--- src/rtl/piso_serializer_if.sv ---
// Parallel-load / serial-out handshake bundle shared by the producer, the
// serial consumer and the piso_serializer itself.
interface piso_serializer_if #(
  parameter int WIDTH = 8
);
  logic             load_valid;
  logic             load_ready;
  logic [WIDTH-1:0] data_in;
  logic             direction;
  logic             shift_en;
  logic             serial_out;
  logic             serial_valid;
  logic             busy;
  logic             done;

  modport master (
    output load_valid, data_in, direction, shift_en,
    input  load_ready, serial_out, serial_valid, busy, done
  );

  modport slave (
    input  load_valid, data_in, direction, shift_en,
    output load_ready, serial_out, serial_valid, busy, done
  );
endinterface

--- src/rtl/piso_serializer.sv ---
// Parallel-in serial-out shifter: accepts a WIDTH-bit word, emits it one bit
// per consumed cycle (MSB or LSB first), pulses done after the last bit.
module piso_serializer #(
  parameter int WIDTH = 8
) (
  input  logic               clk,
  input  logic               reset,
  piso_serializer_if.slave   bus
);
  localparam int              CW   = (WIDTH > 1) ? $clog2(WIDTH) : 1;
  localparam logic [CW-1:0]   LAST = CW'(WIDTH - 1);

  typedef enum logic {IDLE, SHIFT} state_e;

  state_e           state_q, state_d;
  logic [WIDTH-1:0] shreg_q, shreg_d;
  logic [CW-1:0]    cnt_q, cnt_d;
  logic             dir_q, dir_d;
  logic             done_q, done_d;
  logic             last_bit;
  logic             load_ready;
  logic             load;

  always_comb begin
    state_d    = state_q;
    shreg_d    = shreg_q;
    cnt_d      = cnt_q;
    dir_d      = dir_q;
    done_d     = 1'b0;
    last_bit   = (state_q == SHIFT) && bus.shift_en && (cnt_q == LAST);
    load_ready = (state_q == IDLE) || last_bit;
    load       = bus.load_valid && load_ready;

    case (state_q)
      IDLE: begin
        // shift_en has no meaning without a frame, so nothing moves here
      end
      SHIFT: begin
        if (bus.shift_en) begin
          shreg_d = dir_q ? (shreg_q >> 1) : (shreg_q << 1);
          cnt_d   = cnt_q + CW'(1);
        end
        if (last_bit) begin
          done_d  = 1'b1;
          cnt_d   = '0;
          state_d = IDLE;
        end
      end
      default: state_d = IDLE;
    endcase

    // A load can only happen from IDLE or on the last-bit cycle, which lets
    // the next frame follow with no idle gap.
    if (load) begin
      shreg_d = bus.data_in;
      dir_d   = bus.direction;
      cnt_d   = '0;
      state_d = SHIFT;
    end
  end

  always_ff @(posedge clk) begin
    if (!reset) begin
      state_q <= IDLE;
      shreg_q <= '0;
      cnt_q   <= '0;
      dir_q   <= 1'b0;
      done_q  <= 1'b0;
    end else begin
      state_q <= state_d;
      shreg_q <= shreg_d;
      cnt_q   <= cnt_d;
      dir_q   <= dir_d;
      done_q  <= done_d;
    end
  end

  assign bus.load_ready   = load_ready;
  assign bus.serial_valid = (state_q == SHIFT);
  assign bus.busy         = (state_q == SHIFT);
  assign bus.serial_out   = (state_q == SHIFT) && (dir_q ? shreg_q[0] : shreg_q[WIDTH-1]);
  // Masked so a pending pulse never shows while reset is held low
  assign bus.done         = done_q && reset;
endmodule

--- src/flat_wrapper.sv ---
// flat-port wrapper written by rule: the top's interface ports become plain ports
module piso_serializer_flat 
#(
  parameter int WIDTH = 8
)
  (clk, reset, bus_load_valid, bus_data_in, bus_direction, bus_shift_en, bus_load_ready, bus_serial_out, bus_serial_valid, bus_busy, bus_done);
  piso_serializer_if #(.WIDTH(WIDTH)) bus_i ();
  input  logic clk;
  input  logic reset;
  input wire logic [$bits(bus_i.load_valid)-1:0] bus_load_valid;
  input wire logic [$bits(bus_i.data_in)-1:0] bus_data_in;
  input wire logic [$bits(bus_i.direction)-1:0] bus_direction;
  input wire logic [$bits(bus_i.shift_en)-1:0] bus_shift_en;
  output wire logic [$bits(bus_i.load_ready)-1:0] bus_load_ready;
  output wire logic [$bits(bus_i.serial_out)-1:0] bus_serial_out;
  output wire logic [$bits(bus_i.serial_valid)-1:0] bus_serial_valid;
  output wire logic [$bits(bus_i.busy)-1:0] bus_busy;
  output wire logic [$bits(bus_i.done)-1:0] bus_done;
  assign bus_i.load_valid = bus_load_valid;
  assign bus_i.data_in = bus_data_in;
  assign bus_i.direction = bus_direction;
  assign bus_i.shift_en = bus_shift_en;
  assign bus_load_ready = bus_i.load_ready;
  assign bus_serial_out = bus_i.serial_out;
  assign bus_serial_valid = bus_i.serial_valid;
  assign bus_busy = bus_i.busy;
  assign bus_done = bus_i.done;
  piso_serializer #(.WIDTH(WIDTH)) u_core (.clk(clk), .reset(reset), .bus(bus_i));
endmodule
--- config.mk ---
export PLATFORM = sky130hd
export DESIGN_NAME = piso_serializer_flat
export DESIGN_NICKNAME = d
export VERILOG_FILES = /design/src/rtl/piso_serializer_if.sv /design/src/rtl/piso_serializer.sv /design/src/flat_wrapper.sv
export SDC_FILE = /design/constraint.sdc
export NUM_CORES = 1
export LEC_CHECK = 0
export ABC_AREA = 1
export BUFFER_PORTS_ARGS = -buffer_cell sky130_fd_sc_hd__buf_2
export CAP_MARGIN = 20
export CORE_MARGIN = 5
export CORE_UTILIZATION = 49
export CTS_BUF_LIST = sky130_fd_sc_hd__clkbuf_4 sky130_fd_sc_hd__clkbuf_8
export DETAILED_ROUTE_END_ITERATION = 12
export GPL_ROUTABILITY_DRIVEN = 0
export PLACE_DENSITY = 0.74
export SYNTH_ARGS = -nofsm -noshare
export SYNTH_HDL_FRONTEND = slang
export SYNTH_SLANG_ARGS = --single-unit
--- constraint.sdc ---
create_clock -name clk -period 1.31 [get_ports clk]
set_input_delay 0.3275 -clock clk [delete_from_list [all_inputs] [get_ports clk]]
set_output_delay 0.3275 -clock clk [all_outputs]
set_load 0.05 [all_outputs]
Word level (Yosys, flattened, before mapping)
Index checks and enable logic that the tools add are counted.
Widths: inputs -> output; s select.
{ "totals": {"regBits": 14, "inputBits": 13, "output_inout_bits": 5, "elab_cells": 33} }
{ "classes": {"addsub": 1, "eq_ne": 1, "muxes": 11, "bitwise": 2, "n_reduce_logical": 13} }
{ "ops": {"columns": ["op", "count"], "rows": [
  ["$mux 8", 4],
  ["$mux 3", 2],
  ["$reduce_and 2->1", 3],
  ["$reduce_bool 2->1", 3],
  ["$logic_and 1x1->1", 5],
  ["$mux 1", 5],
  ["$add 3x1->3 const B", 1],
  ["$eq 3x3->1 const B", 1],
  ["$not 1->1", 2],
  ["$reduce_or 2->1", 1],
  ["$logic_or 1x1->1", 1]
]} }

Depth between registers and ports, before layout
{ "logic_depth": {"word_depth": 6, "mapped_depth": 9, "mapped_depth_nobuf": 9} }

Worst setup path after synthesis
No wires, ideal clock.
{ "synth_timing": {"path_type": "reg-to-output", "from": "reg u_core.state_q (netlist: u_core.bus.busy)", "to": "out bus_serial_out", "arrival_ps": 1711, "required_ps": 983, "slack_ps": -729, "stages_incl_launch_ff": 3, "path_buffers": 0, "cell_sequence": "dfxtp_1 -> o21ai_0 -> a21oi_1"} }
{ "synth_via": {"elab_chain_cells": 1} }
{ "synth_lines": {"columns": ["element", "line_no", "text"], "rows": [
  ["start, declared", "piso_serializer.sv:15", "state_e state_q, state_d;"],
  ["start signal, assigned", "piso_serializer.sv:70", "state_q <= state_d;"],
  ["$logic_and 1x1->1", "piso_serializer.sv:81", "assign bus.serial_out = (state_q == SHIFT) && (dir_q ? shreg_q[0] : shreg_q[WIDTH-1]);"],
  ["end, declared", "flat_wrapper.sv:15", "output wire logic [$bits(bus_i.serial_out)-1:0] bus_serial_out;"]
]} }
No other way between the ends.

Final worst setup path
{ "layout_timing": {"from": "reg u_core.cnt_q[1]", "to": "out bus_load_ready"} }
{ "layout_via": {"elab_chain_cells": 3} }
{ "layout_lines": {"columns": ["element", "line_no", "text"], "rows": [
  ["start, declared", "piso_serializer.sv:17", "logic [CW-1:0] cnt_q, cnt_d;"],
  ["start signal, assigned", "piso_serializer.sv:72", "cnt_q <= cnt_d;"],
  ["$eq 3x3->1", "piso_serializer.sv:30", "last_bit = (state_q == SHIFT) && bus.shift_en && (cnt_q == LAST);"],
  ["$logic_and 1x1->1", "piso_serializer.sv:30", null],
  ["$logic_or 1x1->1", "piso_serializer.sv:31", "load_ready = (state_q == IDLE) || last_bit;"],
  ["end, declared", "flat_wrapper.sv:14", "output wire logic [$bits(bus_i.load_ready)-1:0] bus_load_ready;"]
]} }
No other way between the ends.

==> out/qor.yml <==
status: "finished, violations left"
violations: "setup timing"
fp.dieW_um: 49.5
critPathKind: "reg2out"
synth_fp_nets: 135
cts_tree: "yes"
path_cells: "ha_4 -> ha_4 -> nand3_4 -> nand2_8 -> buf_8"
htree_num_levels: 1
grt_max_degree: 16
path_max_fanout: 2
die_y_um: 49.5
final_max_slew_viol_count: 0
post_drt_via_cell_ratio: 5.07
ant_nets: 0
startpoint_type: "flop"
timing.hold.ws_ns: 0.313
synth_warnings: 0
grt_usage: 0.186
clock_skew_ns: 0.00763
startpoint: "u_core.cnt_q[1]"
vias: 846
maxCapViolCount: 0
fin_ws_ns: -0.250
grt_pass1_vias: 857
wl_met2_um: 965
clock_tree.root_cell: "clkbuf_4"
synth_seq_cells: 14
antenna_cells: 0
antenna_found_initial: 0
arrival_ns: 1.23
synthCells: 120
synth_top_area_share: 0.366
nNetsFinal: 167
drt_iter0_markers: 16
worstSetupEndpointType: "output port"
tightest_slew_ns: 0.244
ys_seq_area_frac: 0.366
place_hpwl_mm: 1.29
core_sq_um: 1490
critPathBufInv: 1
floorplan.initialDensity: 0.514
cpPeakStageDelay_ns: 0.34
fin_crit_ns: 1.56
pin_count: 18
critPathCapture: "bus_load_ready"
worst_slew_margin_rel: 0.837
fin_crit_sh: 1.19
grt_setup_unrepaired: "yes"
cts_buffers: 3
route.detailed.drc: 0
cts.clk_slew.worst_paths_ns: 0.09
slowest_stage: "dfxtp_2"
firstDrtPassIters: 4
setup_viol: 11
num_rows: 14
nFillCells: 102
ff2ff_path_depth: 9
wl_met3_um: 115
r2r_setup_slack_ns: -0.19
finalHoldViolations: 0
die-area_sq_um: 2450
p_total_mw: 1.10
yosys-top-cells-area: "dfxtp_1 37%, nand2_1 18%, inv_1 9.8%, nand3_1 7.8%, o21ai_0 6.5%"
clock-sinks: 14
worstPathRequired_ns: 0.98
dp_worst_setup_slack_ns: -0.112
insertion_delay_ns: 0.29
ir_drop_uv: 696
p_leak_nw: 0.575
postRouteWirelength_mm: 2.06
r2r-start: "u_core.cnt_q[1]"
io_buffers: 17
yosysUniqueCellTypes: 16
syn_area_sq_um: 766
syn_to_final_growth_pct: 51.3
p_per_area_nw_per_um2: 947
fmax_ghz: 0.641
cts.path.max_buffers: 2
path_depth: 5
crit_top_cell: "ha_4"
cp_top_family: "flip-flops"
overflow: 0
met1Wirelength_um: 924
highest_layer: "met4"
drive_gt1_frac: 0.364
hold_class: "in2reg"
syn_avg_cell_area_sq_um: 6.38
reg2reg_to: "u_core.shreg_q[2]"
synth_top_area_cell: "dfxtp_1"
grt_pass1_wl_mm: 3.56
wire_per_inst_um: 12.3
utilization: 0.778
==> power by group <==
group          internal (mW)  switching [mW]  total (mW)
registers              0.455          0.0271       0.482
logic                  0.127           0.173       0.300
clock network          0.169           0.146       0.316
total                  0.751           0.346        1.10
==> layout by cell type, fill, tap and decap left out <==
master    instances
nor2_1            6
o21ai_1           1
o21ai_0           8
o21a_1            1
buf_6             3
inv_1            20
o21ai_2           2
nor2_2            2
dfxtp_4           2
nor3_1            1
nand2_1          34
clkbuf_4          3
buf_2            14
a21oi_2           1
buf_12            1
buf_8             1
nand3_1          10
buf_4            11
nand3_2           1
nand2_4           1
dfxtp_2           4
a21oi_1           7
dfxtp_1           8
nand3_4           1
clkbuf_8          1
ha_4              2
nand2_8           3
a21oi_4           2
==> logic make-up (layout without fill, tap and decap cells) <==
logic type               Yosys count  count (layout)  share of synthesized area
AO/OA/AOI/OAI                     22              22                      0.157
flip-flops                        14              14                      0.366
adder cells (fa/ha/maj)            2               2                     0.0327
buffers and inverters             24              54                      0.136
AND/OR/NAND/NOR                   58              59                      0.309
==> flip-flops by register name, indices dropped and copies added (netlist names) <==
name             count
u_core.cnt_q         3
u_core.shreg_q       8
u_core.bus.busy      1
u_core.done_q        1
u_core.dir_q         1
==> worst min path at each step <==
stage / slack [ns] / endpoint / from / cells after the start
after floorplan: 0.46 / u_core.shreg_q[4] / u_core.shreg_q[4] / 2
final: 0.31 / u_core.shreg_q[3] / bus_data_in[3] / 5
after global routing: 0.32 / u_core.shreg_q[3] / bus_data_in[3] / 5
after global placement: 0.48 / u_core.shreg_q[6] / u_core.shreg_q[6] / 2
after detailed placement: 0.48 / u_core.cnt_q[1] / u_core.cnt_q[1] / 2
after CTS: 0.31 / u_core.shreg_q[1] / bus_data_in[1] / 5
==> worst register-to-register path: stages (launching register included) <==
cell and delay (ns):
dfxtp_2 0.36, ha_4 0.14, ha_4 0.14, nand3_4 0.09, buf_4 0.16, a21oi_4 0.21
buf_6 0.14, nor2_1 0.04, nor2_1 0.08, nor2_1 0.04
==> stage by stage <==
stage          setup TNS, ns  cells  area (sq um)
2_1_floorplan        -0.0152    120           853
3_3_place_gp          -0.340    157          1010
3_5_place_dp          -0.591    157          1010
4_1_cts                -1.13    167          1150
5_1_grt                -2.31    167          1160
6_report               -1.48    167          1160
==> area by class of cell <==
cell class | count | area (sq um) | share of cell area
multi-input cells | 83 | 513 | 0.443
flip-flops and latches | 14 | 293 | 0.253
well taps | 16 | 20.0 | 0.0173
inverters | 20 | 75.1 | 0.0648
repair buffers | 30 | 221 | 0.191
clock buffers | 4 | 36.3 | 0.0313
==> metal layers <==
layer  global-route usage  vias to the layer above
met5                    0                        -
met4               0.0873                        0
met3               0.0512                        5
met1                0.224                      379
li1                     -                      439
met2                0.301                       23
==> timing repair <==
item,CTS,global route
setup buffers,6,0
pin swaps,4,4
hold buffers,0,0
endpoints found under the setup margin,14,17
resized for setup,16,7
cloned,1,0
==> synth_stat cells <==
cell type / instances
nand2_1: 36
inv_1: 20
dfxtp_1: 14
nand3_1: 12
o21ai_0: 10
a21oi_1: 9
nor2_1: 8
clkbuf_1: 2
ha_1: 2
a21oi_2: 1
buf_4: 1
clkbuf_8: 1
nand2_2: 1
nor3_1: 1
o21a_1: 1
o21ai_2: 1
No activity file was read; power rests on OpenSTA's default activity.
